File: src/rtl/uart_pkg.sv
// uart_pkg: shared FSM state encoding and default byte width for the UART TX arbiter.
// No ports. Build option UART_ARB_LOCK_EN (see uart_tx_arbiter) does not affect this file.
package uart_pkg;
    typedef enum logic [1:0] {IDLE, ISSUE, WAIT} state_t;
    localparam int UART_DATA_W = 8;
endpackage

File: src/rtl/uart_tx_arbiter_if.sv
// uart_tx_arbiter_if: producer/transmitter bundle between byte producers and the UART TX arbiter.
// Signals: req/din(/lock) from producers, ack back to them; tx_start/tx_data to the
// transmitter, tx_done from it; grant_id/busy/err status.
// lock exists only when UART_ARB_LOCK_EN is defined.
// Modports: master = producer/transmitter side, slave = arbiter side.
interface uart_tx_arbiter_if
    import uart_pkg::*;
#(
    parameter int NREQ   = 4,
    parameter int DATA_W = UART_DATA_W
);
    localparam int IW = $clog2(NREQ);
    logic [NREQ-1:0]        req;
    logic [NREQ*DATA_W-1:0] din;
`ifdef UART_ARB_LOCK_EN
    logic [NREQ-1:0]        lock;
`endif
    logic [NREQ-1:0]        ack;
    logic                   tx_start;
    logic [DATA_W-1:0]      tx_data;
    logic                   tx_done;
    logic [IW-1:0]          grant_id;
    logic                   busy;
    logic                   err;
`ifdef UART_ARB_LOCK_EN
    modport master (output req, din, lock, tx_done, input ack, tx_start, tx_data, grant_id, busy, err);
    modport slave  (input req, din, lock, tx_done, output ack, tx_start, tx_data, grant_id, busy, err);
`else
    modport master (output req, din, tx_done, input ack, tx_start, tx_data, grant_id, busy, err);
    modport slave  (input req, din, tx_done, output ack, tx_start, tx_data, grant_id, busy, err);
`endif
endinterface

File: src/rtl/rr_picker.sv
// rr_picker: combinational round-robin priority encoder.
// Ports: i_req (request vector), i_last (previous owner), o_valid (any request), o_idx (winner).
// Search starts at i_last+1 modulo N; o_idx falls back to i_last when nothing is requested.
module rr_picker #(
    parameter int N = 4,
    localparam int IW = $clog2(N)
) (
    input  logic [N-1:0]  i_req,
    input  logic [IW-1:0] i_last,
    output logic          o_valid,
    output logic [IW-1:0] o_idx
);
    assign o_valid = |i_req;
    // Walk from the farthest candidate to the nearest so the nearest set request wins.
    always_comb begin
        o_idx = i_last;
        for (int k = N; k >= 1; k--) begin
            if (i_req[IW'((int'(i_last) + k) % N)]) o_idx = IW'((int'(i_last) + k) % N);
        end
    end
endmodule

File: src/rtl/uart_tx_arbiter.sv
// uart_tx_arbiter: round-robin share of one UART byte transmitter among NREQ producers,
// with a completion watchdog.
// Ports: clk, rst (sync, active high), bus (uart_tx_arbiter_if.slave: req/din/lock/tx_done in,
// ack/tx_start/tx_data/grant_id/busy/err out).
// Build option UART_ARB_LOCK_EN: the owner holding lock keeps the transmitter across bytes.
module uart_tx_arbiter
    import uart_pkg::*;
#(
    parameter int NREQ    = 4,
    parameter int DATA_W  = UART_DATA_W,
    parameter int TIMEOUT = 4096
) (
    input logic              clk,
    input logic              rst,
    uart_tx_arbiter_if.slave bus
);
    localparam int IW = $clog2(NREQ);
    localparam int CW = TIMEOUT > 0 ? $clog2(TIMEOUT + 1) : 1;
    state_t            r_state, w_next;
    logic [NREQ-1:0]   r_ack;
    logic              r_start, r_err;
    logic [DATA_W-1:0] r_tx_data;
    logic [IW-1:0]     r_grant_id, w_pick, w_id;
    logic [CW-1:0]     r_cnt;
    logic              w_valid, w_load, w_err, w_tmo, w_keep;

    rr_picker #(.N(NREQ)) u_pick (
        .i_req   (bus.req),
        .i_last  (r_grant_id),
        .o_valid (w_valid),
        .o_idx   (w_pick)
    );

    assign w_tmo = (TIMEOUT != 0) && (r_cnt == CW'(TIMEOUT));
`ifdef UART_ARB_LOCK_EN
    assign w_keep = bus.lock[r_grant_id] && bus.req[r_grant_id];
`else
    assign w_keep = 1'b0;
`endif

    // w_load marks a grant: latch owner and byte, pulse ack/tx_start next cycle.
    always_comb begin
        w_next = r_state;
        w_load = 1'b0;
        w_id   = r_grant_id;
        w_err  = 1'b0;
        unique case (r_state)
            IDLE: begin
                w_load = w_valid;
                w_id   = w_pick;
                w_next = w_valid ? ISSUE : IDLE;
            end
            ISSUE: w_next = WAIT;
            WAIT: begin
                // Completion beats a simultaneous timeout; lock only applies on completion.
                w_load = bus.tx_done && w_keep;
                w_err  = !bus.tx_done && w_tmo;
                w_next = w_load ? ISSUE : (bus.tx_done || w_tmo) ? IDLE : WAIT;
            end
            default: w_next = IDLE;
        endcase
    end

    always_ff @(posedge clk) begin
        if (rst) begin
            r_state    <= IDLE;
            r_ack      <= '0;
            r_start    <= 1'b0;
            r_tx_data  <= '0;
            r_grant_id <= IW'(NREQ - 1);
            r_err      <= 1'b0;
            r_cnt      <= '0;
        end else begin
            r_state <= w_next;
            r_ack   <= w_load ? NREQ'(1) << w_id : '0;
            r_start <= w_load;
            r_err   <= w_err;
            // Zero outside WAIT, so every WAIT entry starts from 0; saturating count.
            r_cnt   <= (r_state != WAIT) ? '0 : (r_cnt == '1) ? r_cnt : r_cnt + 1'b1;
            if (w_load) begin
                r_grant_id <= w_id;
                r_tx_data  <= bus.din[int'(w_id) * DATA_W +: DATA_W];
            end
        end
    end

    assign bus.ack      = r_ack;
    assign bus.tx_start = r_start;
    assign bus.tx_data  = r_tx_data;
    assign bus.grant_id = r_grant_id;
    assign bus.busy     = (r_state != IDLE);
    assign bus.err      = r_err;
endmodule
File: src/flat_wrapper.sv
// flat-port wrapper written by rule: the top's interface ports become plain ports
module uart_tx_arbiter_flat import uart_pkg::*;
#(
    parameter int NREQ    = 4,
    parameter int DATA_W  = UART_DATA_W,
    parameter int TIMEOUT = 4096
)
  (clk, rst, bus_req, bus_din, bus_tx_done, bus_ack, bus_tx_start, bus_tx_data, bus_grant_id, bus_busy, bus_err);
  uart_tx_arbiter_if #(.NREQ(NREQ), .DATA_W(DATA_W)) bus_i ();
  input logic clk;
  input logic rst;
  input wire logic [$bits(bus_i.req)-1:0] bus_req;
  input wire logic [$bits(bus_i.din)-1:0] bus_din;
  input wire logic [$bits(bus_i.tx_done)-1:0] bus_tx_done;
  output wire logic [$bits(bus_i.ack)-1:0] bus_ack;
  output wire logic [$bits(bus_i.tx_start)-1:0] bus_tx_start;
  output wire logic [$bits(bus_i.tx_data)-1:0] bus_tx_data;
  output wire logic [$bits(bus_i.grant_id)-1:0] bus_grant_id;
  output wire logic [$bits(bus_i.busy)-1:0] bus_busy;
  output wire logic [$bits(bus_i.err)-1:0] bus_err;
  assign bus_i.req = bus_req;
  assign bus_i.din = bus_din;
  assign bus_i.tx_done = bus_tx_done;
  assign bus_ack = bus_i.ack;
  assign bus_tx_start = bus_i.tx_start;
  assign bus_tx_data = bus_i.tx_data;
  assign bus_grant_id = bus_i.grant_id;
  assign bus_busy = bus_i.busy;
  assign bus_err = bus_i.err;
  uart_tx_arbiter #(.NREQ(NREQ), .DATA_W(DATA_W), .TIMEOUT(TIMEOUT)) u_core (.clk(clk), .rst(rst), .bus(bus_i));
endmodule
File: config.mk
export PLATFORM = sky130hd
export DESIGN_NAME = uart_tx_arbiter_flat
export DESIGN_NICKNAME = d
export VERILOG_FILES = /design/src/rtl/uart_pkg.sv /design/src/rtl/uart_tx_arbiter_if.sv /design/src/rtl/rr_picker.sv /design/src/rtl/uart_tx_arbiter.sv /design/src/flat_wrapper.sv
export SDC_FILE = /design/constraint.sdc
export NUM_CORES = 1
export LEC_CHECK = 0
export CELL_PAD_IN_SITES_DETAIL_PLACEMENT = 2
export CELL_PAD_IN_SITES_GLOBAL_PLACEMENT = 2
export CORE_AREA = 5 5 91 93
export CTS_CLUSTER_DIAMETER = 200
export DETAILED_ROUTE_END_ITERATION = 12
export DIE_AREA = 0 0 96 98
export PLACE_DENSITY = 0.92
export SYNTH_ARGS = -nofsm -noshare
export SYNTH_HDL_FRONTEND = slang
export SYNTH_SLANG_ARGS = --single-unit
File: constraint.sdc
create_clock -name clk -period 3.09 [get_ports clk]
set_input_delay 0.927 -clock clk [delete_from_list [all_inputs] [get_ports clk]]
set_output_delay 0.927 -clock clk [all_outputs]
set_load 0.02 [all_outputs]
# [Word-level counts from Yosys, hierarchy flattened]
# Cells that the tools add are included.
[word_totals] ff_bits=31 latchBits=0 ram_bits=0 romBits=0 inputBits=39 word_cells=55 mem_count=0
[classes] addsub=5 mul=0 n_div=0 order_cmp=4 n_eq_ne=5 n_shift=2 n_mux=21 bitwise=2 n_reduce_logical=9
[op_table] op="$shiftx A32 B6 Y8" count=1
[op_table] op="$eq A13 B13 Y1 const B" count=2
[op_table] op="$lt A2 B4 Y1 const B" count=4
[op_table] op="$add A13 B1 Y13 const B" count=1
[op_table] op="$mux W2" count=6
[op_table] op="$mux W1" count=10
[op_table] op="$bmux W1 S2" count=4
[op_table] op="$pmux W2 S3" count=1
[op_table] op="$reduce_or A2 Y1" count=3
[op_table] op="$add A2 B1 Y2 const B" count=2
[op_table] op="$add A2 B2 Y2 const B" count=2
[op_table] op="$reduce_or A4 Y1" count=1
[op_table] op="$shl A1 B2 Y4 const A" count=1
[op_table] op="$eq A2 B1 Y1 const B" count=1
[op_table] op="$eq A2 B2 Y1 const B" count=1
[op_table] op="$logic_not A2 Y1" count=1
[op_table] op="$ne A2 B2 Y1 const B" count=1
[op_table] op="$not A1 Y1" count=2
[op_table] op="$reduce_bool A2 Y1" count=1
[op_table] op="$logic_and A1 B1 Y1" count=1
[op_table] op="$logic_not A1 Y1" count=1
[op_table] op="$logic_or A1 B1 Y1" count=1

# [Depth between registers and ports, before layout]
# Gate-level depths: netlist of the first run.
[logic_depth] depth_word=10 depth_mapped=8

# [Cells and area by module]
# A second synthesis of the first run with hierarchy kept.
[hier_totals] hier_cells=165 area_unflattened_um2=1519.0
[by_module_without_submodules] module="uart_tx_arbiter" instances=1 cells_each=151 area_each_um2=1436.4 seq_area_each_um2=620.6
[by_module_without_submodules] module="rr_picker" instances=1 cells_each=14 area_each_um2=82.6 seq_area_each_um2=0.0

# [Worst setup path after synthesis of the first run]
# OpenSTA, ideal clock, no wires.
[synth_timing] path_kind="input to register" startpoint="input bus_req[3]" endpoint="register u_core.r_tx_data[2], in the netlist u_core.bus.tx_data[2]" arrival_time_ns=2.096 t_required_ns=2.955 path_slack_ns=0.859 cell_stages=7 cell_sequence="nor2b_1 -> o21a_1 -> buf_2 -> or3_1 -> buf_2 -> a21oi_1 -> o311ai_1"
[synth_between] elab_chain_len=9 elab_cells_between_ends=20 classes_between="shift: 1; mux: 18; reduce/logical: 1"
[synth_rtl] element="start, declared" line="flat_wrapper.sv:12" rtl="input wire logic [$bits(bus_i.req)-1:0] bus_req;"
[synth_rtl] element="$bmux W1 S2" line="rr_picker.sv:18" rtl="if (i_req[IW'((int'(i_last) + k) % N)]) o_idx = IW'((int'(i_last) + k) % N);"
[synth_rtl] element="$mux W1 (implied by the code) (2 in a row)" line="rr_picker.sv:18"
[synth_rtl] element="$mux W2 (4 in a row)" line="rr_picker.sv:18"
[synth_rtl] element="$mux W2" line="uart_tx_arbiter.sv:47" rtl="unique case (r_state)"
[synth_rtl] element="$shiftx A32 B6 Y8" line="uart_tx_arbiter.sv:82" rtl="r_tx_data <= bus.din[int'(w_id) * DATA_W +: DATA_W];"
[synth_rtl] element="end signal, assigned" line="uart_tx_arbiter.sv:82"
[synth_rtl] element="end, declared" line="uart_tx_arbiter.sv:22" rtl="logic [DATA_W-1:0] r_tx_data;"
# Parallel ways exist; a longest one is shown, timed or not. The select of a mux whose other input is x is not followed.
# A chain may end at the register's enable or synchronous reset.

# [Worst setup path after layout of the first run]
[layout_timing] startpoint="input bus_req[0]" endpoint="register u_core.r_tx_data[2], in the netlist u_core.bus.tx_data[2]"
# Same word-level chain as after synthesis.

==> flow_results.org, run 1 <==
** Status
- The flow ran to the end, and the final reports show no timing, DRC or antenna violations.

** Synth
- Synthesis produced a netlist whose cell count is 266.
- The mapped netlist covers between 2000 and 2500 µm².
- Area share of the largest cell type after synthesis :: between 20% and 30%
- FFs w/ async S/R, synth :: 0%
- In this run the mean area of a mapped cell was 8.06 µm².
- sky130_fd_sc_hd__dfxtp_1 is the most common cell in the netlist.
- Leading post-synthesis cells by instance count :: sky130_fd_sc_hd__dfxtp_1, sky130_fd_sc_hd__nand2_1, sky130_fd_sc_hd__nand2b_1, sky130_fd_sc_hd__nor2_1, sky130_fd_sc_hd__o31ai_1
- During synthesis, Yosys emitted a total of 0 warnings.
- Number of synthesized flops with an enable pin :: 0
- In the synthesized netlist the dominant register cell turns out to be sky130_fd_sc_hd__dfxtp_1.
- The largest total area in the synthesized netlist belongs to sky130_fd_sc_hd__dfxtp_1.
- Synthesized netlist net count :: 307
- In this run, distinct cell masters in the synthesized netlist total 49.
- Share of the yosys chip area belonging to registers :: 28.9%
- Top cells by area in the synthesized netlist :: sky130_fd_sc_hd__dfxtp_1, sky130_fd_sc_hd__nand2b_1, sky130_fd_sc_hd__o31ai_1
- Seq cells post-synth :: 31

** Power and ir drop
- Power per unit of standard cell area :: 598 nW/µm²
- Leakage power of the design :: 1.05 nW
- Overall Power :: approximately 1.8 mW
- Peak VDD IR :: roughly 0.00023 V

** Layout
- Area taken by multi-input logic gates :: 1370 µm²
- # diodes :: 0
- Count of filler cells inserted in the layout :: 864
- The finished cells cover 2970 µm².
- The final layout contains approximately 360 nets.
- Registers take 621 µm².
- Area growth, synth to finish :: 38.7%
- Of the cells placed in the final design, the portion with a size suffix greater than 1 is 10.8%.

** Detailed routing
- Detailed Routing Iterations Pass 1 :: 4
- Vias post-DR :: 2321
- The count of nets left with antenna violations once routing finished came out at 0.
- Vias per cell :: between 5 and 6
- The routed design has 7970 µm of wire.
- Post-route DRC violation count :: 0
- After detailed routing, the average wire length per cell comes to around 19 µm.
- Drt initial violations :: a little under 90

** Timing
- Slew of the pin with the lowest slew margin :: 0.657 ns
- The total count of max-transition violations in the final report is 0.
- For the finished layout, the period the worst path requires is between 2 and 3 ns.
- Setup violators final :: 0
- Worst slew margin relative to its limit :: about 56%
- Setup total negative slack :: 0 ns
- The final number of hold-violating endpoints came to 0.
- Clock Skews :: 0.0119 ns
- Dividing the final minimum period by the clock period gives between 80 and 90%.
- Unrepaired setup endpoints after global routing :: no
- Maximum clock rate :: 368 MHz

** Die
- The die covers around 9400 µm².
- For this configuration, the core starts out at a cell density of approximately 29%.
- Overall die height :: slightly below 100 µm
- Num rows :: 32
- In this run the count of I/O pins placed on the die edge is 56.
- Die X-Extent :: between 90 and 100 µm
- Area of the core region :: 7450 µm²

** Worst setup path
- Highest net fanout along the worst path :: 10
- On the worst path, the slowest cell contributes a delay of 0.57 ns.
- The critical path is of the input pin to flip-flop type.
- Crit path arrival time :: 2.89 ns
- Worst R2R Path Depth :: 6
- In this run the critical register-to-register path is launched from u_core.bus.grant_id[0].
- STA classifies the critical path startpoint as an input pin.
- Type of destination of the critical path :: flip-flop
- Terminus of the critical flop-to-flop path :: u_core.bus.tx_data[2]
- Category of cells accounting for the largest share of critical-path delay :: simple AND/OR/NAND/NOR gates
- The slowest stage of the critical path belongs to the cell sky130_fd_sc_hd__clkdlybuf4s50_1.
- Buffer and inverter count on the worst path :: 1
- The signal on the critical path passes through clkdlybuf4s50_1 > nand4b_1 > nand3_2 > nor3_4 > a211oi_1 > o311ai_1.
- Data required, critical path :: 3.26 ns
- Worst reg-to-reg setup slack :: 0.98 ns
- The critical path starts at bus_req[0].

** CTS
- Number of buffers inserted during clock tree synthesis :: 5
- Source-to-sink clock delay at the later pin of the worst-skew pair :: 0.29 ns
- Post-CTS repair changed the size of 0 cells.
- Buffers added to address setup during post-CTS repair amount to 0.
- The H-tree generated during clock tree synthesis spans 2 levels.
- Clk Tree Root Cell :: sky130_fd_sc_hd__clkbuf_8
- The clock passes through at most 2 buffers.
- TritonCTS built the clock tree.
- Post-CTS Hold Fix Bufs :: 0
- CTS Sinks :: 31
- After clock tree synthesis, the clock-pin slew on the worst setup and hold paths is approximately 0.060 ns.

** Worst hold path
- The path with the worst hold slack has its endpoint at u_core.bus.tx_data[0].
- The tightest min-delay check is of the flip-flop to flip-flop type.
- Worst min-delay path startpoint :: u_core.bus.tx_data[0]
- Number of cells traversed by the worst hold path :: 2

** Placed design
- The count of buffers added on input and output ports is 55.
- RePlAce Congestion :: slightly above 0.8
- The placed instances occupy a cell area of 2840 µm².
- Total half-perimeter wirelength after legalization and detailed placement :: 5810 µm

** Global route
- Number of antenna violations at the first check in global routing :: 0
- The number of global-route vias before repair is 2591.
- Wire length of the first global-routing pass :: 13500 µm
- Total global routing overflow :: 0
- Entering global routing, the biggest net connects 31 pins.
- For this run, the total global-route usage over all layers was measured as 17.8%.

** Flow run
- Total of max-cap violations :: 0
-- stage by stage --
stage	setup WS (ns)	cells	util [%]	hold WS, ns
after floorplan	0.859	266	-	0.475
after global placement	0.240	418	38.2	0.459
after detailed placement	0.0939	418	38.2	0.466
after CTS	0.373	426	39.9	0.499
after global routing	0.197	426	39.9	0.537
final	0.372	426	39.9	0.485
-- kinds of logic after synthesis --
family / count (synthesis) / synth area share [%]
xor gates and xnor gates: 12 / 4.90
adders and majority gates: 2 / 1.17
buffers and inverters: 33 / 7.23
DFF: 31 / 28.9
AOI/OAI and AO/OA: 74 / 26.5
muxes: 1 / 0.467
and+or+nand+nor: 113 / 30.7
-- registers in the layout (all words and copies together) (netlist names) --
register	flops
u_core.bus.ack	4
u_core.bus.err	1
u_core.bus.grant_id	2
u_core.bus.tx_data	8
u_core.bus.tx_start	1
u_core.r_cnt	13
u_core.r_state	2
-- worst min-delay path, delay by kind of cell, from the launching register on --
| family | cells | cell delay [ns] |
|---|---|---|
| flip-flops | 1 | 0.33 |
| AO/OA/AOI/OAI | 1 | 0.07 |
| AND/OR/NAND/NOR | 1 | 0.05 |
-- per-layer routing --
layer	wire, µm	track usage (%)	vias to the layer above	share of wire, %
li1	-	-	1109	-
met1	3590	23.2	1154	45
met2	3990	29.8	50	50
met3	301	3.62	8	3.8
met4	88	3.72	0	1.1
met5	0	0	-	0
-- report_power, final --
part | internal [mW] | total (mW) | switching, mW
combinational | 0.351 | 0.804 | 0.453
clock | 0.323 | 0.489 | 0.166
sequential | 0.453 | 0.487 | 0.0339
total | 1.13 | 1.78 | 0.653
-- layout by cell type, fill, tap and decap left out, types with 3 or more instances in the layout --
master	instances
sky130_fd_sc_hd__clkdlybuf4s50_1	55
sky130_fd_sc_hd__dfxtp_1	31
sky130_fd_sc_hd__nand2_1	22
sky130_fd_sc_hd__nand2b_1	21
sky130_fd_sc_hd__nor2_1	19
sky130_fd_sc_hd__o31ai_1	16
sky130_fd_sc_hd__buf_4	14
sky130_fd_sc_hd__inv_1	12
sky130_fd_sc_hd__a31oi_1	12
sky130_fd_sc_hd__a21oi_1	10
sky130_fd_sc_hd__nor4_1	10
sky130_fd_sc_hd__nand3_1	9
sky130_fd_sc_hd__xnor2_1	9
sky130_fd_sc_hd__a211oi_1	8
sky130_fd_sc_hd__a32oi_1	8
sky130_fd_sc_hd__o311ai_1	8
sky130_fd_sc_hd__and4_1	5
sky130_fd_sc_hd__clkbuf_8	5
sky130_fd_sc_hd__a311oi_1	4
sky130_fd_sc_hd__nor3_1	4
sky130_fd_sc_hd__and4_4	4
sky130_fd_sc_hd__xor2_1	3
-- area by class of cell --
class	instances	area share, %
Timing Repair Buffer	70	22.7
Sequential cell	31	20.9
Inverter	13	1.64
Multi-Input combinational cell	202	46.0
Clock buffer	6	2.44
Tap cell	102	4.29
Clock inverter	2	2.02
-- worst max-delay path by stage --
stage,to,cells past startpoint
finish,u_core.bus.tx_data[2],6
CTS,u_core.bus.tx_data[2],6
global route,u_core.bus.tx_data[7],6
global placement,u_core.bus.tx_data[3],7
floorplan,u_core.bus.tx_data[2],7
detailed placement,u_core.bus.tx_data[3],7
(Power assumes the default switching activity.)
==> run 2, diff against run 1 <==
--- a/config.mk
+++ b/config.mk
@@ -7,11 +7,11 @@
 export LEC_CHECK = 0
 export CELL_PAD_IN_SITES_DETAIL_PLACEMENT = 2
 export CELL_PAD_IN_SITES_GLOBAL_PLACEMENT = 2
-export CORE_AREA = 5 5 91 93
+export CORE_AREA = 5 5 94 96
 export CTS_CLUSTER_DIAMETER = 200
 export DETAILED_ROUTE_END_ITERATION = 12
-export DIE_AREA = 0 0 96 98
-export PLACE_DENSITY = 0.92
+export DIE_AREA = 0 0 99 101
+export PLACE_DENSITY = 0.87
 export SYNTH_ARGS = -nofsm -noshare
 export SYNTH_HDL_FRONTEND = slang
 export SYNTH_SLANG_ARGS = --single-unit
==> constraint.sdc (replaced) <==
create_clock -name clk -period 3 [get_ports clk]
set_input_delay 0.9 -clock clk [delete_from_list [all_inputs] [get_ports clk]]
set_output_delay 0.9 -clock clk [all_outputs]
set_load 0.02 [all_outputs]
==> run 2 against run 1 <==
Compared with the run above: routed wire length down 4.8%; final cell count rose by 0.47%; sequential cell count stayed put; clock power fell by 36%; sequential share of layout area rose by 0.30 points; critical path type unchanged; die area is 6.3% higher; non-clock buffer count down 1; register-to-register slack lost 0.16 ns; critical path depth unchanged; setup slack lost 0.10 ns.
==> flow_results.org, run 2 (same netlist as run 1, synthesis figures left out) <==
** Status
- The flow ran to the end, and the final reports show no timing, DRC or antenna violations.

** Layout
- The top cell types in the final layout, fill and taps aside, are sky130_fd_sc_hd__clkdlybuf4s50_1, sky130_fd_sc_hd__dfxtp_1, sky130_fd_sc_hd__nand2_1.
- The finished layout holds 428 standard cells, fillers aside.
- Flip-flop count of the largest register after layout :: 13
- Largest reg by FF count :: u_core.r_cnt
- Most common library cell in the layout ignoring fill and taps :: sky130_fd_sc_hd__clkdlybuf4s50_1
- After the last flow step, the layout net total stands at 363.
- The number of antenna diodes in the final layout is 0.
- In the final layout, the share of cells above drive strength 1 is 10.2%.
- The finished cells cover slightly below 3000 µm².
- Area growth, synth to finish :: 36.7%

** Power and ir drop
- Combinational logic is responsible for 50.4% of the overall power.
- Peak VDD IR :: between 0.00015 and 0.0002 V
- Cell internal power was estimated by the tool at 998 µW.
- Of the total power, the clock network draws around a fifth.
- Power per unit of standard cell area :: 561 nW/µm²
- In this run the power spent charging and discharging nets is ~650 µW.
- Sequential cells account for 30.5% of the total power.
- Summed over all cells, the static leakage comes to 1.03 nW.
- Sw frac :: approximately two fifths
- The design draws 1.65 mW.

** Worst hold path
- Worst min-delay path startpoint :: u_core.bus.tx_data[0]
- The path class of the tightest hold or removal check is flip-flop to flip-flop.

** Detailed routing
- Detail Route Antenna Nets :: 0
- Detailed Routing Iterations Pass 1 :: 4
- After detailed routing, the number of vias per cell comes to 5.35.
- Total Wirelength :: 7580 µm
- The detailed router finished its first iteration with between 90 and 100 violations.
- After detailed routing, the number of remaining DRC violations is 0.
- Vias post-DR :: 2289
- Routed wirelength normalized by instance count :: 17.7 µm

** Worst setup path
- The worst register-to-register path begins at u_core.bus.grant_id[0].
- Critical Path Start Type :: input pin
- Data on the critical path is required at its endpoint by roughly 3.2 ns.
- The critical path is of the input pin to flip-flop type.
- Data arrives at the worst endpoint at around 2.9 ns.
- The critical path starts at bus_req[3].
- The worst setup path is captured at a flip-flop.
- Highest net fanout along the worst path :: 8

** CTS
- Clock latency on the worst-skew pair, taken at its later pin, is 0.28 ns.
- TritonCTS clock tree :: done
- CTS H-Tree Depth :: 2
- After clock tree synthesis, the clock-pin slew on the worst setup and hold paths is 0.07 ns.
- After clock tree synthesis, the setup repair step added 0 buffers.
- Number of buffers inserted during clock tree synthesis :: 5
- Buffers inserted to repair hold after CTS numbered 0.
- The clock passes through at most 2 buffers.
- The root buffer cell chosen for the clock tree is sky130_fd_sc_hd__clkbuf_8.
- CTS saw 31 sinks.
- The number of gates resized after CTS was 0.

** Global route
- Number of antenna violations at the first check in global routing :: 0
- The first global-routing pass estimated 12600 µm of wire.
- After global routing the overflow that remains totals 0.
- Vias in the first global route :: 2452
- All-Layer GR Usage :: 15.3%
- Pin count of the biggest net entering global routing :: 32

** Timing
- Maximum clock rate :: 366 MHz
- Time the worst path needs with I/O delays and setup :: 2.73 ns
- In the post-route analysis, the smallest setup slack over all paths is 0.271 ns.
- Fraction of the cycle the final worst path needs :: 91.0%
- Hold is met by 0.485 ns.
- Setup repair after global routing left no endpoint under its margin.
- Final Max Slew Viols :: 0
- Setup violations remaining at the end of the flow were counted as 0.
- For the pin with the worst max-slew slack, the measured transition is between 0.7 and 0.8 ns.
- The clock arrives with 0.00814 ns of skew.
- Headroom to the max-slew limit came out at 52.0%.
- The final number of hold-violating endpoints is 0.

** Placed design
- Post-placement cell count :: 420
- Routability-driven placement finished with a final weighted congestion of 0.775.
- Area post-placement :: 2850 µm²
- Worst slack, placed :: -0.0554 ns
- Detailed placement finished with a half-perimeter wire length of around 5900 µm.
- Count of port buffers added during placement :: 55

** Die
- The floorplan has 33 rows.
- The die covers 10000 µm².
- 56 I/O pins were placed.
- Die X-Extent :: 99 µm
- Initial cell density of the core :: a little over a quarter
- The core region is between 7000 and 8000 µm².
- Overall die height :: 101 µm

** Flow run
- Total of max-cap violations :: 0
[run 2: cell count changes in the layout (fill, tap and decap cells not counted), sizes merged]
cell    change
bufinv      -2
clkbuf      +1
clkinv      +1
buf         -1
[run 2: path summary, 6_finish.rpt]
| kind | to | slack [ns] | depth (start not counted) |
|---|---|---|---|
| min reg2reg | u_core.bus.tx_data[0] | 0.49 | 2 |
| min | u_core.bus.tx_data[0] | 0.49 | 2 |
| max reg2reg | u_core.bus.tx_data[1] | 0.82 | 6 |
| max | u_core.bus.tx_data[4] | 0.27 | 6 |
[run 2: worst max-delay path, cell delays in order]
cell and delay, ns:
sky130_fd_sc_hd__clkdlybuf4s50_1 0.56, sky130_fd_sc_hd__nor2b_1 0.22, sky130_fd_sc_hd__o21a_1 0.28, sky130_fd_sc_hd__or3_1 0.55, sky130_fd_sc_hd__a21oi_1 0.25, sky130_fd_sc_hd__o311ai_1 0.12
[run 2: power groups by stage]
| stage | Combinational (mW) | Sequential [mW] | Clock, mW |
|---|---|---|---|
| 3_5_place_dp | 0.835 | 0.513 | 0 |
| 5_1_grt | 0.900 | 0.510 | 0.345 |
| 3_3_place_gp | 0.803 | 0.512 | 0 |
| 4_1_cts | 0.838 | 0.505 | 0.326 |
| 2_1_floorplan | 0.450 | 0.567 | 0 |
| 6_report | 0.829 | 0.502 | 0.315 |
[run 2: final cells by class]
cell class,count,area [µm²]
clock buffers,7,76.3
fillers,904,5040
multi-input cells,202,1370
flip-flops and latches,31,621
well taps,105,131
repair buffers,69,681
inverters,13,48.8
clock inverters,1,5.00
[run 2: metrics by stage]
stage	setup TNS [ns]	utilization [%]
4_1_cts	0	36.8
6_report	0	36.8
5_1_grt	0	36.8
3_3_place_gp	0	35.8
2_1_floorplan	0	-
3_5_place_dp	-0.117	35.8
[run 2: routing by layer]
metal	part of all wire, %	global-route usage (%)	routed length, µm
met2	50	26.8	3790
met1	46	19.8	3490
met3	3.4	2.56	259
met5	0	0	0
met4	0.53	3.47	40
